[src/rtl/mdu_ctrl_if.sv]
// mdu_ctrl_if: bundles the EX-stage request, the external multiplier bus
// and the HI/LO result port of the multiply/divide unit controller.
//
// Signal summary (directions given from the controller's side, modport slave):
//   start_i      in   EX stage holds a valid MDU instruction
//   op_i[2:0]    in   001 MULT, 010 MULTU, 011 DIV, 100 DIVU, others no-op
//   flush_i      in   EX flush / exception kill
//   rs_i, rt_i   in   operands (rs = dividend / multiplicand)
//   mul_p_i      in   64-bit product returned by the multiplier IP
//   mul_a_o/b_o  out  latched multiplier operands
//   mul_ce_o     out  multiplier clock enable
//   mul_signed_o out  multiplier signed-mode select
//   busy_o       out  EX stall request
//   done_o       out  one-cycle completion strobe
//   hilo_we_o    out  HI/LO write enable
//   hi_o, lo_o   out  result (HI = product[63:32] / remainder, LO = product[31:0] / quotient)
//
// The master modport is the pipeline side, which also returns the product.
interface mdu_ctrl_if;
    logic        start_i;
    logic [2:0]  op_i;
    logic        flush_i;
    logic [31:0] rs_i;
    logic [31:0] rt_i;
    logic [63:0] mul_p_i;
    logic [31:0] mul_a_o;
    logic [31:0] mul_b_o;
    logic        mul_ce_o;
    logic        mul_signed_o;
    logic        busy_o;
    logic        done_o;
    logic        hilo_we_o;
    logic [31:0] hi_o;
    logic [31:0] lo_o;

    modport master (
        output start_i, op_i, flush_i, rs_i, rt_i, mul_p_i,
        input  mul_a_o, mul_b_o, mul_ce_o, mul_signed_o,
        input  busy_o, done_o, hilo_we_o, hi_o, lo_o
    );

    modport slave (
        input  start_i, op_i, flush_i, rs_i, rt_i, mul_p_i,
        output mul_a_o, mul_b_o, mul_ce_o, mul_signed_o,
        output busy_o, done_o, hilo_we_o, hi_o, lo_o
    );
endinterface

[src/rtl/mdu_ctrl.sv]
// mdu_ctrl: multiply/divide unit controller for the EX stage.
//
// Multiplies are handed to an external pipelined multiplier of MUL_LAT
// cycles; divides run on a built-in radix-2 restoring divider (32 cycles).
// Results appear on hi_o/lo_o with a one-cycle done_o/hilo_we_o strobe.
//
// Parameters:
//   MUL_LAT  multiplier latency in cycles, 2..15 (default 13)
// Ports:
//   clk_i    clock, all state on the rising edge
//   rst_i    synchronous active-high reset
//   bus      mdu_ctrl_if.slave (request, multiplier bus, result)
// Configuration:
//   MDU_DIV_EN  when defined, builds the DIV state and divider datapath.
//               When undefined, DIV/DIVU complete one cycle after accept
//               with HI = LO = 0 and no divider hardware.
module mdu_ctrl #(
    parameter int MUL_LAT = 13
) (
    input logic       clk_i,
    input logic       rst_i,
    mdu_ctrl_if.slave bus
);

    localparam logic [2:0] OP_MULT  = 3'b001;
    localparam logic [2:0] OP_MULTU = 3'b010;
    localparam logic [2:0] OP_DIV   = 3'b011;
    localparam logic [2:0] OP_DIVU  = 3'b100;
    localparam logic [3:0] MUL_LAST = 4'(MUL_LAT - 1);

    typedef enum logic [1:0] {
        IDLE = 2'd0,
        MUL  = 2'd1,
        DONE = 2'd2
`ifdef MDU_DIV_EN
        ,
        DIV  = 2'd3
`endif
    } state_t;

    state_t      state;
    logic [3:0]  mul_cnt;
    logic [31:0] mul_a;
    logic [31:0] mul_b;
    logic        mul_signed;
    // pend_* holds the result being presented in DONE; hi_q/lo_q hold the
    // last committed result. Commit happens only when DONE is not flushed,
    // so a killed operation never disturbs the architectural HI/LO.
    logic [31:0] pend_hi;
    logic [31:0] pend_lo;
    logic [31:0] hi_q;
    logic [31:0] lo_q;

    logic is_mul;
    logic is_div;
    logic accept;

    assign is_mul = (bus.op_i == OP_MULT) || (bus.op_i == OP_MULTU);
    assign is_div = (bus.op_i == OP_DIV)  || (bus.op_i == OP_DIVU);
    // Flush beats start, and start is only looked at in IDLE.
    assign accept = (state == IDLE) && bus.start_i && !bus.flush_i && (is_mul || is_div);

`ifdef MDU_DIV_EN
    logic [4:0]  div_cnt;
    logic [31:0] rem_q;
    logic [31:0] quo_q;
    logic [31:0] dvsr_q;
    logic        neg_quo;
    logic        neg_rem;
    logic        div_signed;
    logic [31:0] abs_rs;
    logic [31:0] abs_rt;
    logic [32:0] shifted;
    logic [32:0] diff;
    logic [31:0] rem_nx;
    logic [31:0] quo_nx;

    assign div_signed = (bus.op_i == OP_DIV);
    assign abs_rs     = (div_signed && bus.rs_i[31]) ? (32'd0 - bus.rs_i) : bus.rs_i;
    assign abs_rt     = (div_signed && bus.rt_i[31]) ? (32'd0 - bus.rt_i) : bus.rt_i;

    // One restoring step: shift the next dividend bit into the partial
    // remainder, keep the trial difference only if it did not go negative.
    always_comb begin
        shifted = {rem_q, quo_q[31]};
        diff    = shifted - {1'b0, dvsr_q};
        rem_nx  = shifted[31:0];
        quo_nx  = {quo_q[30:0], 1'b0};
        if (!diff[32]) begin
            rem_nx = diff[31:0];
            quo_nx = {quo_q[30:0], 1'b1};
        end
    end
`endif

    // Controller FSM plus operand/result registers.
    always_ff @(posedge clk_i) begin
        if (rst_i) begin
            state      <= IDLE;
            mul_cnt    <= '0;
            mul_a      <= '0;
            mul_b      <= '0;
            mul_signed <= 1'b0;
            pend_hi    <= '0;
            pend_lo    <= '0;
            hi_q       <= '0;
            lo_q       <= '0;
`ifdef MDU_DIV_EN
            div_cnt    <= '0;
            rem_q      <= '0;
            quo_q      <= '0;
            dvsr_q     <= '0;
            neg_quo    <= 1'b0;
            neg_rem    <= 1'b0;
`endif
        end else if (bus.flush_i) begin
            state   <= IDLE;
            mul_cnt <= '0;
`ifdef MDU_DIV_EN
            div_cnt <= '0;
`endif
        end else begin
            case (state)
                IDLE: begin
                    if (accept) begin
                        if (is_mul) begin
                            mul_a      <= bus.rs_i;
                            mul_b      <= bus.rt_i;
                            mul_signed <= (bus.op_i == OP_MULT);
                            mul_cnt    <= '0;
                            state      <= MUL;
                        end else begin
`ifdef MDU_DIV_EN
                            if (bus.rt_i == 32'd0) begin
                                pend_hi <= bus.rs_i;
                                pend_lo <= '1;
                                state   <= DONE;
                            end else begin
                                rem_q   <= '0;
                                quo_q   <= abs_rs;
                                dvsr_q  <= abs_rt;
                                neg_quo <= div_signed && (bus.rs_i[31] ^ bus.rt_i[31]);
                                neg_rem <= div_signed && bus.rs_i[31];
                                div_cnt <= '0;
                                state   <= DIV;
                            end
`else
                            pend_hi <= '0;
                            pend_lo <= '0;
                            state   <= DONE;
`endif
                        end
                    end
                end
                MUL: begin
                    if (mul_cnt == MUL_LAST) begin
                        pend_hi <= bus.mul_p_i[63:32];
                        pend_lo <= bus.mul_p_i[31:0];
                        mul_cnt <= '0;
                        state   <= DONE;
                    end else begin
                        mul_cnt <= mul_cnt + 4'd1;
                    end
                end
`ifdef MDU_DIV_EN
                DIV: begin
                    rem_q <= rem_nx;
                    quo_q <= quo_nx;
                    if (div_cnt == 5'd31) begin
                        // Sign fix-up on the final step's values.
                        pend_lo <= neg_quo ? (32'd0 - quo_nx) : quo_nx;
                        pend_hi <= neg_rem ? (32'd0 - rem_nx) : rem_nx;
                        div_cnt <= '0;
                        state   <= DONE;
                    end else begin
                        div_cnt <= div_cnt + 5'd1;
                    end
                end
`endif
                DONE: begin
                    hi_q  <= pend_hi;
                    lo_q  <= pend_lo;
                    state <= IDLE;
                end
                default: state <= IDLE;
            endcase
        end
    end

    assign bus.mul_a_o      = mul_a;
    assign bus.mul_b_o      = mul_b;
    assign bus.mul_signed_o = mul_signed;
    assign bus.mul_ce_o     = (state == MUL) && !bus.flush_i;
    assign bus.done_o       = (state == DONE) && !bus.flush_i;
    assign bus.hilo_we_o    = (state == DONE) && !bus.flush_i;
    assign bus.hi_o         = (state == DONE) ? pend_hi : hi_q;
    assign bus.lo_o         = (state == DONE) ? pend_lo : lo_q;
`ifdef MDU_DIV_EN
    assign bus.busy_o       = accept || (state == MUL) || (state == DIV);
`else
    assign bus.busy_o       = accept || (state == MUL);
`endif

endmodule
[src/flat_wrapper.sv]
// flat-port wrapper written by rule: the top's interface ports become plain ports
module mdu_ctrl_flat 
#(
    parameter int MUL_LAT = 13
)
  (clk_i, rst_i, bus_start_i, bus_op_i, bus_flush_i, bus_rs_i, bus_rt_i, bus_mul_p_i, bus_mul_a_o, bus_mul_b_o, bus_mul_ce_o, bus_mul_signed_o, bus_busy_o, bus_done_o, bus_hilo_we_o, bus_hi_o, bus_lo_o);
  mdu_ctrl_if bus_i ();
  input logic clk_i;
  input logic rst_i;
  input wire logic [$bits(bus_i.start_i)-1:0] bus_start_i;
  input wire logic [$bits(bus_i.op_i)-1:0] bus_op_i;
  input wire logic [$bits(bus_i.flush_i)-1:0] bus_flush_i;
  input wire logic [$bits(bus_i.rs_i)-1:0] bus_rs_i;
  input wire logic [$bits(bus_i.rt_i)-1:0] bus_rt_i;
  input wire logic [$bits(bus_i.mul_p_i)-1:0] bus_mul_p_i;
  output wire logic [$bits(bus_i.mul_a_o)-1:0] bus_mul_a_o;
  output wire logic [$bits(bus_i.mul_b_o)-1:0] bus_mul_b_o;
  output wire logic [$bits(bus_i.mul_ce_o)-1:0] bus_mul_ce_o;
  output wire logic [$bits(bus_i.mul_signed_o)-1:0] bus_mul_signed_o;
  output wire logic [$bits(bus_i.busy_o)-1:0] bus_busy_o;
  output wire logic [$bits(bus_i.done_o)-1:0] bus_done_o;
  output wire logic [$bits(bus_i.hilo_we_o)-1:0] bus_hilo_we_o;
  output wire logic [$bits(bus_i.hi_o)-1:0] bus_hi_o;
  output wire logic [$bits(bus_i.lo_o)-1:0] bus_lo_o;
  assign bus_i.start_i = bus_start_i;
  assign bus_i.op_i = bus_op_i;
  assign bus_i.flush_i = bus_flush_i;
  assign bus_i.rs_i = bus_rs_i;
  assign bus_i.rt_i = bus_rt_i;
  assign bus_i.mul_p_i = bus_mul_p_i;
  assign bus_mul_a_o = bus_i.mul_a_o;
  assign bus_mul_b_o = bus_i.mul_b_o;
  assign bus_mul_ce_o = bus_i.mul_ce_o;
  assign bus_mul_signed_o = bus_i.mul_signed_o;
  assign bus_busy_o = bus_i.busy_o;
  assign bus_done_o = bus_i.done_o;
  assign bus_hilo_we_o = bus_i.hilo_we_o;
  assign bus_hi_o = bus_i.hi_o;
  assign bus_lo_o = bus_i.lo_o;
  mdu_ctrl #(.MUL_LAT(MUL_LAT)) u_core (.clk_i(clk_i), .rst_i(rst_i), .bus(bus_i));
endmodule
[config.mk]
export PLATFORM = sky130hd
export DESIGN_NAME = mdu_ctrl_flat
export DESIGN_NICKNAME = d
export VERILOG_FILES = /design/src/rtl/mdu_ctrl_if.sv /design/src/rtl/mdu_ctrl.sv /design/src/flat_wrapper.sv
export SDC_FILE = /design/constraint.sdc
export NUM_CORES = 1
export LEC_CHECK = 0
export BUFFER_PORTS_ARGS = -buffer_cell sky130_fd_sc_hd__buf_2
export CORE_MARGIN = 5
export CORE_UTILIZATION = 52
export CTS_BUF_LIST = sky130_fd_sc_hd__clkbuf_4 sky130_fd_sc_hd__clkbuf_8
export CTS_CLUSTER_DIAMETER = 40
export DETAILED_ROUTE_END_ITERATION = 16
export PLACE_DENSITY = 0.82
export SKIP_CTS_REPAIR_TIMING = 1
export SYNTH_ARGS = -nofsm -noshare
export SYNTH_HDL_FRONTEND = slang
export SYNTH_SLANG_ARGS = --single-unit
[constraint.sdc]
create_clock -name clk_i -period 2.25 [get_ports clk_i]
set_clock_uncertainty 0.05 [all_clocks]
set_input_delay 0.1125 -clock clk_i [delete_from_list [all_inputs] [get_ports clk_i]]
set_output_delay 0.1125 -clock clk_i [all_outputs]
set_load 0.01 [all_outputs]
==> results.txt <==
CTS sink count - 199
CTS Root Buffer Type - clkbuf_8
Post-synth top area share - 50.09%
Setup TNS - 0 ns
Startpoint Class - flop
Fin. Hold Viols - 0
Global Route Usage Sum - 22.26%
Gr ovfl total - 0
Achievable Freq - 477.8 MHz
DR pass1 iterations - 5
Worst EP arrival - 1.93 ns
Routed via count - 8084
Worst-Skew Late Latency - 0.45 ns
Drt drc - 0
Unrepaired setup endpoints after global routing - false
Largest fanout on the critical path - 30
Layout area overhead - 39.88%
Worst setup path class - flop to output port
Detailed Route WL - 25.08 mm
Outcome - finished clean
Dpl cell area - 9419 um^2
Final Instance Area - 11120 um^2
Hpwl dp - 14.03 mm
Number of enable flip-flop cells after synthesis - 0
First-pass GRT wire length - 32.85 mm
Starting Density - 52.70%
Syn_area_per_cell - 8.258 um^2
Leak - 4.734 nW
# Max-Cap Violations - 0
Final net count - 1460
PortBufs - 267
Power Density - 566.6 nW/um^2
Total power - 6.303 mW
CTS Buf Count - 17
Layout cells sized above 1 - 29.04%
Iter 0 DRT Violations - 583
Fin crit period - 2.093 ns
CTS H-tree lvls - 4
Slew HR - 46.45%
DR vias/cell - 5.298
Required @ worst endpoint - 2.09 ns
Largest net degree at the start of global routing - 194
Die Ht - 133.7 um
Area leader, netlist - dfxtp_1
Pin slew with the least headroom to its limit - 0.8032 ns
Vias in the first global route - 6728
Top_reg_cell synth - dfxtp_1
Worst min path class - input pin to flop
Initial antenna violation count - 1
FP Rows - 45
Pins Over Slew Limit - 0
Final setup fails - 0
Synth Register Bits - 199
DRT antenna net count - 0
Post-Syn Instances - 963
Placeable Area - 15090 um^2
IO Count - 268
Die width - 133.7 um
Commonest non-fill, non-tap cell in the layout - nand2_1
Die ar. - 17870 um^2
Sequential share of the synthesized area - 50.09%
Synth warn - 0
VDD IR max - 0.0004192 V
Routed len/inst - 16.44 um
Cells taking the most area after synthesis - dfxtp_1, nand2_1, mux2_2
Number of distinct library cells after synthesis - 36
Syn Nets - 1100
Cell area after synthesis - 7953 um^2
CTS tree - done
CP Capture Type - output port
Clock Pin Slew Worst Setup and Hold Paths - 0.09 ns
Asr flop ratio synth - 0%
CTS max path bufs - 2
Most frequent cells in the layout - nand2_1, buf_2, dfxtp_1
Final period utilization - 93.02%
GP Congestion - 0.8237
==> sequential cells by signal, indices dropped and copies added, names as in the netlist <==
name / count
u_core.bus.mul_a_o: 32
u_core.bus.mul_b_o: 32
u_core.bus.mul_signed_o: 1
u_core.hi_q: 32
u_core.lo_q: 32
u_core.mul_cnt: 4
u_core.pend_hi: 32
u_core.pend_lo: 32
u_core.state: 2
==> power breakdown <==
group	leakage (nW)	switching, mW	internal (mW)
Combinational	2.94	0.258	0.317
Clock	0.190	1.27	0.891
Sequential	1.61	0.0173	3.55
==> through the flow <==
| step | instances | hold WS (ns) | utilization (%) | setup WS, ns |
|---|---|---|---|---|
| after floorplan | 963 | 0.1711 | - | 0.4963 |
| after global placement | 1362 | 0.2591 | 62.42 | 0.4189 |
| after detailed placement | 1362 | 0.2636 | 62.42 | 0.3753 |
| after CTS | 1394 | -0.2277 | 64.90 | -0.05974 |
| after global routing | 1525 | 0.005319 | 73.71 | 0.03918 |
| final | 1526 | 0.009750 | 73.72 | 0.1570 |
==> critical path, stage by stage, from the launching register on <==
cell and delay (ns):
dfxtp_2 0.42, nand2b_4 0.26, clkbuf_16 0.28, mux2_2 0.37, buf_2 0.14
==> cells by family after synthesis <==
group	after synthesis	share of synthesized area, %
DFF	199	50.09
muxes	64	9.062
adders and majority gates	2	0.3146
buffers and inverters	75	4.374
and+or+nand+nor	408	22.06
AOI/OAI and AO/OA	213	13.88
xor gates and xnor gates	2	0.2203
==> layout make-up <==
cell class                      instances  area [um^2]
Sequential cell                       199         3986
Multi-Input combinational cell        689         3650
Inverter                                5        18.77
Clock inverter                         11        91.34
Timing Repair Buffer                  411         2855
Antenna cell                            2        5.005
Clock buffer                           21        282.8
Fill cell                             979         3965
Tap cell                              188        235.2
==> per-layer routing <==
layer	wire [um]	track usage (%)	up-vias
li1	-	-	3880
met4	582	6.686	0
met2	12640	38.15	354
met3	1892	5.023	57
met5	0	0	-
met1	9970	28.09	3793
==> cells in the mapped netlist, types with 2 or more instances <==
cell / number
o31ai_1: 2
a21oi_1: 134
nor2_1: 4
clkbuf_1: 54
ha_1: 2
inv_1: 4
or2_1: 2
o21ai_0: 7
dfxtp_1: 199
nand3_1: 3
mux2_2: 64
buf_6: 7
nand2b_1: 68
nand2_1: 323
o21ai_1: 60
buf_2: 8
a211oi_1: 3
==> path summary, 6_finish.rpt <==
path | slack [ns] | end | start | depth (start not counted)
setup / recovery | 0.16 | bus_hi_o[9] | u_core.state[0] | 4
hold / removal | 0.01 | u_core.bus.mul_signed_o | bus_op_i[0] | 3
setup reg to reg | 0.34 | u_core.bus.mul_a_o[31] | u_core.state[1] | 5
hold reg to reg | 0.40 | u_core.hi_q[31] | u_core.hi_q[31] | 2
Note: power is estimated with default switching activity, not from simulation.
